### src/rtl/track_result_fifo.sv
// Tracking-result FIFO: one {I, Q, w_df, seq} entry per tracking_ready rising edge, FWFT read side.
// Optional macro TRACK_FIFO_TIMESTAMP_EN adds a 32-bit cycle stamp per entry on rd_timestamp.
module track_result_fifo #(
  parameter int ACC_W  = 18,
  parameter int WDF_W  = 18,
  parameter int ADDR_W = 4
) (
  input  logic              clk,
  input  logic              reset,
  input  logic              enable,
  input  logic              flush,
  input  logic              tracking_ready,
  input  logic [ACC_W-1:0]  i_prompt_k,
  input  logic [ACC_W-1:0]  q_prompt_k,
  input  logic [WDF_W-1:0]  w_df_k,
  input  logic              rd_pop,
  output logic              rd_valid,
  output logic [ACC_W-1:0]  rd_i,
  output logic [ACC_W-1:0]  rd_q,
  output logic [WDF_W-1:0]  rd_w_df,
  output logic [7:0]        rd_seq,
  output logic [ADDR_W:0]   level,
  output logic              overflow,
  output logic [7:0]        overflow_count,
`ifdef TRACK_FIFO_TIMESTAMP_EN
  output logic [31:0]       rd_timestamp,
`endif
  input  logic              clear_overflow
);

  localparam int DEPTH  = 2 ** ADDR_W;
  localparam int BASE_W = 2 * ACC_W + WDF_W + 8;
`ifdef TRACK_FIFO_TIMESTAMP_EN
  localparam int ENTRY_W = BASE_W + 32;
`else
  localparam int ENTRY_W = BASE_W;
`endif
  localparam logic [ADDR_W-1:0] PTR_ONE  = {{(ADDR_W-1){1'b0}}, 1'b1};
  localparam logic [ADDR_W:0]   LVL_ONE  = {{ADDR_W{1'b0}}, 1'b1};
  localparam logic [ADDR_W:0]   LVL_ZERO = {(ADDR_W+1){1'b0}};
  localparam logic [ADDR_W:0]   LVL_FULL = {1'b1, {ADDR_W{1'b0}}};

  logic [ENTRY_W-1:0] mem_r [DEPTH];
  logic [ADDR_W-1:0]  wr_ptr_r;
  logic [ADDR_W-1:0]  rd_ptr_r;
  logic [ADDR_W:0]    level_r;
  logic [7:0]         seq_r;
  logic               ready_d_r;
  logic               overflow_r;
  logic [7:0]         ovf_cnt_r;

  logic               push_s;
  logic               pop_s;
  logic               full_s;
  logic               wr_en_s;
  logic               drop_s;
  logic [ENTRY_W-1:0] wr_data_s;
  logic [ENTRY_W-1:0] head_s;

`ifdef TRACK_FIFO_TIMESTAMP_EN
  logic [31:0] ts_r;

  // free-running cycle stamp
  always_ff @(posedge clk or posedge reset) begin
    if (reset) ts_r <= 32'd0;
    else       ts_r <= ts_r + 32'd1;
  end
`endif

  // edge detect, full/empty qualification; flush suppresses both write and drop
  always_comb begin
    push_s  = enable & tracking_ready & ~ready_d_r;
    pop_s   = rd_pop & (level_r != LVL_ZERO);
    full_s  = (level_r == LVL_FULL);
    wr_en_s = push_s & ~flush & (~full_s | pop_s);
    drop_s  = push_s & ~flush & full_s & ~pop_s;
  end

  // assemble the entry written on a push cycle
  always_comb begin
    wr_data_s = {ENTRY_W{1'b0}};
    wr_data_s[BASE_W-1:0] = {i_prompt_k, q_prompt_k, w_df_k, seq_r};
`ifdef TRACK_FIFO_TIMESTAMP_EN
    wr_data_s[ENTRY_W-1:BASE_W] = ts_r;
`endif
  end

  // edge-detect history and sequence tag (advances on every push, even dropped or flushed)
  always_ff @(posedge clk or posedge reset) begin
    if (reset) begin
      ready_d_r <= 1'b0;
      seq_r     <= 8'd0;
    end else begin
      ready_d_r <= tracking_ready;
      if (push_s) seq_r <= seq_r + 8'd1;
    end
  end

  // pointers and occupancy
  always_ff @(posedge clk or posedge reset) begin
    if (reset) begin
      wr_ptr_r <= {ADDR_W{1'b0}};
      rd_ptr_r <= {ADDR_W{1'b0}};
      level_r  <= LVL_ZERO;
    end else if (flush) begin
      wr_ptr_r <= {ADDR_W{1'b0}};
      rd_ptr_r <= {ADDR_W{1'b0}};
      level_r  <= LVL_ZERO;
    end else begin
      if (wr_en_s) wr_ptr_r <= wr_ptr_r + PTR_ONE;
      if (pop_s)   rd_ptr_r <= rd_ptr_r + PTR_ONE;
      if (wr_en_s && !pop_s)      level_r <= level_r + LVL_ONE;
      else if (pop_s && !wr_en_s) level_r <= level_r - LVL_ONE;
      else                        level_r <= level_r;
    end
  end

  // sticky drop flag and saturating counter; a drop beats a simultaneous clear
  always_ff @(posedge clk or posedge reset) begin
    if (reset) begin
      overflow_r <= 1'b0;
      ovf_cnt_r  <= 8'd0;
    end else if (clear_overflow) begin
      overflow_r <= drop_s;
      ovf_cnt_r  <= drop_s ? 8'd1 : 8'd0;
    end else if (drop_s) begin
      overflow_r <= 1'b1;
      if (ovf_cnt_r != 8'd255) ovf_cnt_r <= ovf_cnt_r + 8'd1;
    end
  end

  // storage array; contents need no reset because reads are gated by rd_valid
  always_ff @(posedge clk) begin
    if (wr_en_s) mem_r[wr_ptr_r] <= wr_data_s;
  end

  // FWFT head presentation, forced to zero when empty
  always_comb begin
    head_s   = mem_r[rd_ptr_r];
    rd_valid = (level_r != LVL_ZERO);
    if (rd_valid) begin
      rd_seq  = head_s[7:0];
      rd_w_df = head_s[8 +: WDF_W];
      rd_q    = head_s[8 + WDF_W +: ACC_W];
      rd_i    = head_s[8 + WDF_W + ACC_W +: ACC_W];
    end else begin
      rd_seq  = 8'd0;
      rd_w_df = {WDF_W{1'b0}};
      rd_q    = {ACC_W{1'b0}};
      rd_i    = {ACC_W{1'b0}};
    end
`ifdef TRACK_FIFO_TIMESTAMP_EN
    if (rd_valid) rd_timestamp = head_s[ENTRY_W-1:BASE_W];
    else          rd_timestamp = 32'd0;
`endif
  end

  assign level          = level_r;
  assign overflow       = overflow_r;
  assign overflow_count = ovf_cnt_r;

endmodule

### config.mk
export PLATFORM = sky130hd
export DESIGN_NAME = track_result_fifo
export DESIGN_NICKNAME = d
export VERILOG_FILES = /design/src/rtl/track_result_fifo.sv
export SDC_FILE = /design/constraint.sdc
export NUM_CORES = 1
export LEC_CHECK = 0
export ABC_AREA = 0
export BUFFER_PORTS_ARGS = -buffer_cell sky130_fd_sc_hd__buf_2
export CAP_MARGIN = 20
export CORE_MARGIN = 2
export CORE_UTILIZATION = 28
export DETAILED_ROUTE_END_ITERATION = 10
export SLEW_MARGIN = 30
export SYNTH_ARGS = -nofsm -noshare
export SYNTH_HDL_FRONTEND = slang
export SYNTH_SLANG_ARGS = --single-unit
### constraint.sdc
create_clock -name clk -period 9.3 [get_ports clk]
set_input_delay 2.79 -clock clk [delete_from_list [all_inputs] [get_ports clk]]
set_output_delay 2.79 -clock clk [all_outputs]
set_load 0.01 [all_outputs]
### Word-level counts from Yosys, hierarchy flattened

Memory sizes are Yosys's and may differ from the RTL's.
Index checks and enable logic that the tools add are counted.

* output and inout port bits: 77
* register bits: 31
* memories: 1
* input bits: 61
* word-level logic and storage cells: 58
* RAM bits: 992

* bitwise operators: 12
* eq/ne operators: 2
* reduce and logical (&&, ||, !) cells: 11
* muxes and demuxes: 19
* $add $sub $neg: 6

Memories
* mem_r: words 16, width 62, read ports 1, clocked after Yosys merged registers in 0, wr ports 1, RTL line 43 `logic [ENTRY_W-1:0] mem_r [DEPTH];`

Operators by type and width (count)
* two-way mux 18 bit: 3
* two-way mux 8 bit: 4
* adder 8 x 1 -> 8 bit (second input constant): 2
* two-way mux 4 bit: 4
* two-way mux 5 bit: 3
* adder 4 x 1 -> 4 bit (second input constant): 2
* != test 8 bit (second input constant): 1
* nonzero test 2 bit: 4
* AND 1 bit: 7
* adder 5 x 1 -> 5 bit (second input constant): 1
* == test 5 bit (second input constant): 1
* two-way mux 1 bit: 5
* nonzero test 5 bit: 1
* subtractor 5 x 1 -> 5 bit (second input constant): 1
* NOT 1 bit: 4
* nonzero test 3 bit: 1
* logical AND 1 bit: 2
* zero test 1 bit: 2
* AND reduction 2 bit: 1
* OR 1 bit: 1

### Depth between registers and ports, before layout

* word-level depth: 9
* depth in mapped cells: 9
* depth with buffers taken out: 8

### Worst setup path after synthesis

Ideal clock, no wire load.

* kind: input to register
* from: input flush
* to: memory mem_r[0][0] (netlist name) (enable)
* data arrival time: 9.359 ns
* path slack: -0.695 ns
* cell stages on the path: 3
* setup time: 0.636 ns
* buffers on the path: 0
* data required time: 8.664 ns
* path through: nor4bb_1 -> o21ai_1 -> nor4_1

* word-level cells in the longest chain between the ends: 5

RTL lines
* start: declaration: RTL line 11 `input logic flush,`
* NOT 1 bit: RTL line 75 `wr_en_s = push_s & ~flush & (~full_s | pop_s);`
* AND 1 bit (2 in a row): RTL line 75
* two-way mux 1 bit: RTL line 134 `if (wr_en_s) mem_r[wr_ptr_r] <= wr_data_s;`
* two-way mux 1 bit (not written as such): RTL line 134
* end: declaration: RTL line 43

No other way between the ends.

### Worst setup path after layout

* from: register level_r[0], in the netlist level[0]
* to: output rd_w_df[0]

* word-level cells in the longest chain between the ends: 2

RTL lines
* start: declaration: RTL line 46 `logic [ADDR_W:0] level_r;`
* start signal: assignment: RTL line 112 `if (wr_en_s && !pop_s) level_r <= level_r + LVL_ONE;`
* start signal: assignment: RTL line 113 `else if (pop_s && !wr_en_s) level_r <= level_r - LVL_ONE;`
* start signal: assignment: RTL line 114 `else level_r <= level_r;`
* nonzero test 5 bit: RTL line 140 `rd_valid = (level_r != LVL_ZERO);`
* two-way mux 18 bit: RTL line 141 `if (rd_valid) begin`
* end: declaration: RTL line 20 `output logic [WDF_W-1:0] rd_w_df,`

No other way between the ends.

==> impl_metrics.env <==
export IMPL_wl_per_cell_um=23.1
export IMPL_track_usage_pct=12.4
export IMPL_routed_wl_met3_mm=6.07
export IMPL_cts_resized=0
export IMPL_hold_violations=0
export IMPL_critPathKind="reg2out"
export IMPL_cts_root_buf="clkbuf_16"
export IMPL_synth_area_leaders="edfxtp_1, mux4_2, mux2i_1"
export IMPL_postRouteAntennaNets=0
export IMPL_initial_core_util_pct=28.2
export IMPL_viasPerCell=4.67
export IMPL_crit_path_end_kind="output pin"
export IMPL_cp_num_buf_inv=2
export IMPL_grt_pass1_wl_mm=130
export IMPL_synth_top_cell_area_share_pct=75.9
export IMPL_slew_headroom_pct=35.0
export IMPL_timing_rr_end="mem_r[10][41]"
export IMPL_wl_met2_mm=43.4
export IMPL_cellPowerDensity_nw_per_um2=245
export IMPL_synth_seq_cells=1023
export IMPL_drv_cap=0
export IMPL_die_area_um2=143000
export IMPL_grt_ovfl_total=0
export IMPL_slowest_stage="buf_4"
export IMPL_io_pins=138
export IMPL_worstMarginPinSlew_ns=0.962
export IMPL_cts_path_max_buffers=3
export IMPL_wl_mm=89.2
export IMPL_status="complete, no violations"
export IMPL_async_flop_share_pct=3.03
export IMPL_synthToLayoutAreaGrowth_pct=16.1
export IMPL_seq_area_frac_synth_pct=77.9
export IMPL_p_total_mw=11.2
export IMPL_drtIter0Drc=1632
export IMPL_fin_crit_ns=6.55
export IMPL_holdPathStages=2
export IMPL_syn_area_um2=39300
export IMPL_io_buffers=137
export IMPL_grt_max_degree=160
export IMPL_num_rows=137
export IMPL_startpoint_type="flip-flop"
export IMPL_hpwlAfterDp_mm=49.7
export IMPL_vdd_drop_max_uv=192
export IMPL_r2r_cells=5
export IMPL_reg2reg_slack_ns=5.35
export IMPL_drive_gt1_share_pct=29.8
export IMPL_synthDistinctLibCells=50
export IMPL_die_w_um=378
export IMPL_first_pass_iters=5
export IMPL_synth_edff_count=992
export IMPL_cts_buffers=101
export IMPL_highest_layer="met5"
export IMPL_holdPathEnd="overflow"
export IMPL_clock_sinks=1023
export IMPL_antenna_found_initial=21
export IMPL_grt_pass1_vias=19100
export IMPL_setup_viol=0
export IMPL_syn_avg_cell_area_um2=23.0
export IMPL_stdcell_count=3857
export IMPL_fin_skew_ns=0.0272
export IMPL_htreeDepth=3
export IMPL_fmaxAchievable_mhz=153
export IMPL_synthFlopType="edfxtp_1"
export IMPL_fin_crit_sh_pct=70.5
export IMPL_cts_setup_buffers=0
export IMPL_vias=18000
export IMPL_remaining_drc_errors=0
export IMPL_cpPeakStageDelay_ns=0.69
export IMPL_wl_met1_mm=37.8
export IMPL_path_cells="nor4_2 -> nand2b_1 -> nand2b_4 -> buf_4 -> o22ai_1 -> buf_2"
export IMPL_worstPathRequired_ns=6.51
export IMPL_r2r_start="ready_d_r"
export IMPL_synth_most_common_cell="edfxtp_1"
export IMPL_cp_max_fo=44
export IMPL_min_delay_start="overflow"
export IMPL_fp_dieH_um=378
export IMPL_grt_setup_unrepaired="false"
export IMPL_worstPathArrival_ns=3.76
export IMPL_worstSkewPairLatency_ns=0.67
export IMPL_dp_cells=3666
export IMPL_maxSlewViolCount=0
export IMPL_clk_pin_slew_ns=0.07
export IMPL_synth_top_cell_by_area="edfxtp_1"
export IMPL_hp_class="reg2reg"
export IMPL_syn_nets=1781
export IMPL_yosys_warnings=0
export IMPL_yosys_top_cells_count="edfxtp_1, mux4_2, mux2i_1"
export IMPL_fin_nets=1967
export IMPL_cp_top_family="simple AND/OR/NAND/NOR gates"
export IMPL_ctsHoldBuffers=0
export IMPL_cts_tree="yes"
export IMPL_core_area_um2=139000
export IMPL_power_leakage_nw=13.8
export IMPL_gp_congestion=0.728
export IMPL_synthCells=1708
through the flow:
| stage | setup slack [ns] | hold slack (ns) | util (%) | setup TNS, ns | instance area (um2) |
|---|---|---|---|---|---|
| after floorplan | -0.695 | 0.549 | - | -172.35 | 39300 |
| after global placement | 2.82 | 0.524 | 30.4 | 0 | 42300 |
| after detailed placement | 2.77 | 0.546 | 30.4 | 0 | 42300 |
| after CTS | 2.64 | 0.563 | 32.7 | 0 | 45500 |
| after global routing | 2.54 | 0.588 | 32.7 | 0 | 45600 |
| final | 2.75 | 0.555 | 32.7 | 0 | 45600 |
tightest hold or removal path: stages (launching register included):
cell	delay, ns
dfrtp_1	0.38
inv_1	0.05
o21ai_0	0.07
placed cells by master (no fill, tap or decap), types with 3 or more instances in the layout:
| cell | synthesis | layout |
|---|---|---|
| a211oi_1 | 4 | 4 |
| a21oi_1 | 7 | 7 |
| and2_4 | 0 | 8 |
| and3_1 | 3 | 3 |
| buf_12 | 0 | 5 |
| buf_2 | 28 | 137 |
| buf_4 | 0 | 29 |
| bufinv_16 | 0 | 7 |
| clkbuf_1 | 52 | 17 |
| clkbuf_16 | 0 | 104 |
| clkinv_1 | 0 | 26 |
| clkinv_2 | 0 | 20 |
| clkinv_4 | 0 | 3 |
| clkinvlp_4 | 0 | 5 |
| dfrtp_1 | 31 | 28 |
| dfrtp_4 | 0 | 3 |
| diode_2 | 0 | 3 |
| edfxtp_1 | 992 | 992 |
| ha_1 | 11 | 11 |
| inv_1 | 12 | 12 |
| inv_6 | 0 | 4 |
| mux2i_1 | 130 | 130 |
| mux4_2 | 248 | 248 |
| nand2_1 | 12 | 11 |
| nand3_1 | 11 | 11 |
| nand4_1 | 4 | 4 |
| nor2_1 | 19 | 15 |
| nor2_4 | 0 | 4 |
| nor2b_1 | 3 | 3 |
| nor3_1 | 3 | 3 |
| nor4_1 | 7 | 3 |
| nor4_2 | 1 | 5 |
| o21ai_0 | 3 | 3 |
| o22ai_1 | 62 | 62 |
| xnor2_1 | 11 | 11 |
| xor2_1 | 3 | 3 |
final cells by class:
type	instances	area (um2)
Clock buffer	121	2670
Inverter	12	45.0
Tap cell	1876	2350
Timing Repair Buffer	173	1040
Multi-Input combinational cell	583	8360
Clock inverter	66	523
Antenna cell	3	7.51
Sequential cell	1023	30600
Fill cell	13000	93800
power by group:
| part | total, mW | switching, mW | internal, mW | leakage [nW] |
|---|---|---|---|---|
| logic | 2.00 | 1.13 | 0.876 | 2.82 |
| clock network | 3.91 | 1.67 | 2.24 | 1.56 |
| registers | 5.25 | 0.123 | 5.12 | 9.42 |
state kept, by name, indices dropped and copies added, names as in the netlist:
signal,flops
level,5
mem_r,992
overflow,1
overflow_count,8
rd_ptr_r,4
ready_d_r,1
seq_r,8
wr_ptr_r,4
kinds of logic (layout without fill, tap and decap cells):
family / count (synthesis) / in the layout / synth area share, %
AO/OA/AOI/OAI: 90 / 90 / 1.49
XOR/XNOR: 14 / 14 / 0.312
adder cells (fa/ha/maj): 12 / 12 / 0.402
buffers and inverters: 102 / 372 / 1.06
flip-flops: 1023 / 1023 / 77.9
multiplexers: 380 / 380 / 17.6
other: 0 / 3 / 0
AND/OR/NAND/NOR: 87 / 87 / 1.26
how the worst max path moves through the flow:
stage           startpoint       endpoint  slack (ns)  cells past startpoint
6_report          level[0]     rd_w_df[0]        2.75                      6
3_3_place_gp         flush  mem_r[10][42]        2.82                      6
5_1_grt        rd_ptr_r[0]     rd_w_df[2]        2.54                      5
3_5_place_dp         flush   mem_r[9][23]        2.77                      6
2_1_floorplan        flush    mem_r[0][0]       -0.69                      3
4_1_cts        rd_ptr_r[0]      rd_seq[7]        2.64                      5
per-layer routing:
layer / vias to the layer above / track usage, %
met5: - / 0
met4: 26 / 3.27
met3: 147 / 2.89
met2: 571 / 20.3
met1: 9623 / 16.5
li1: 7662 / -
Power figures use the tool's default switching activity.
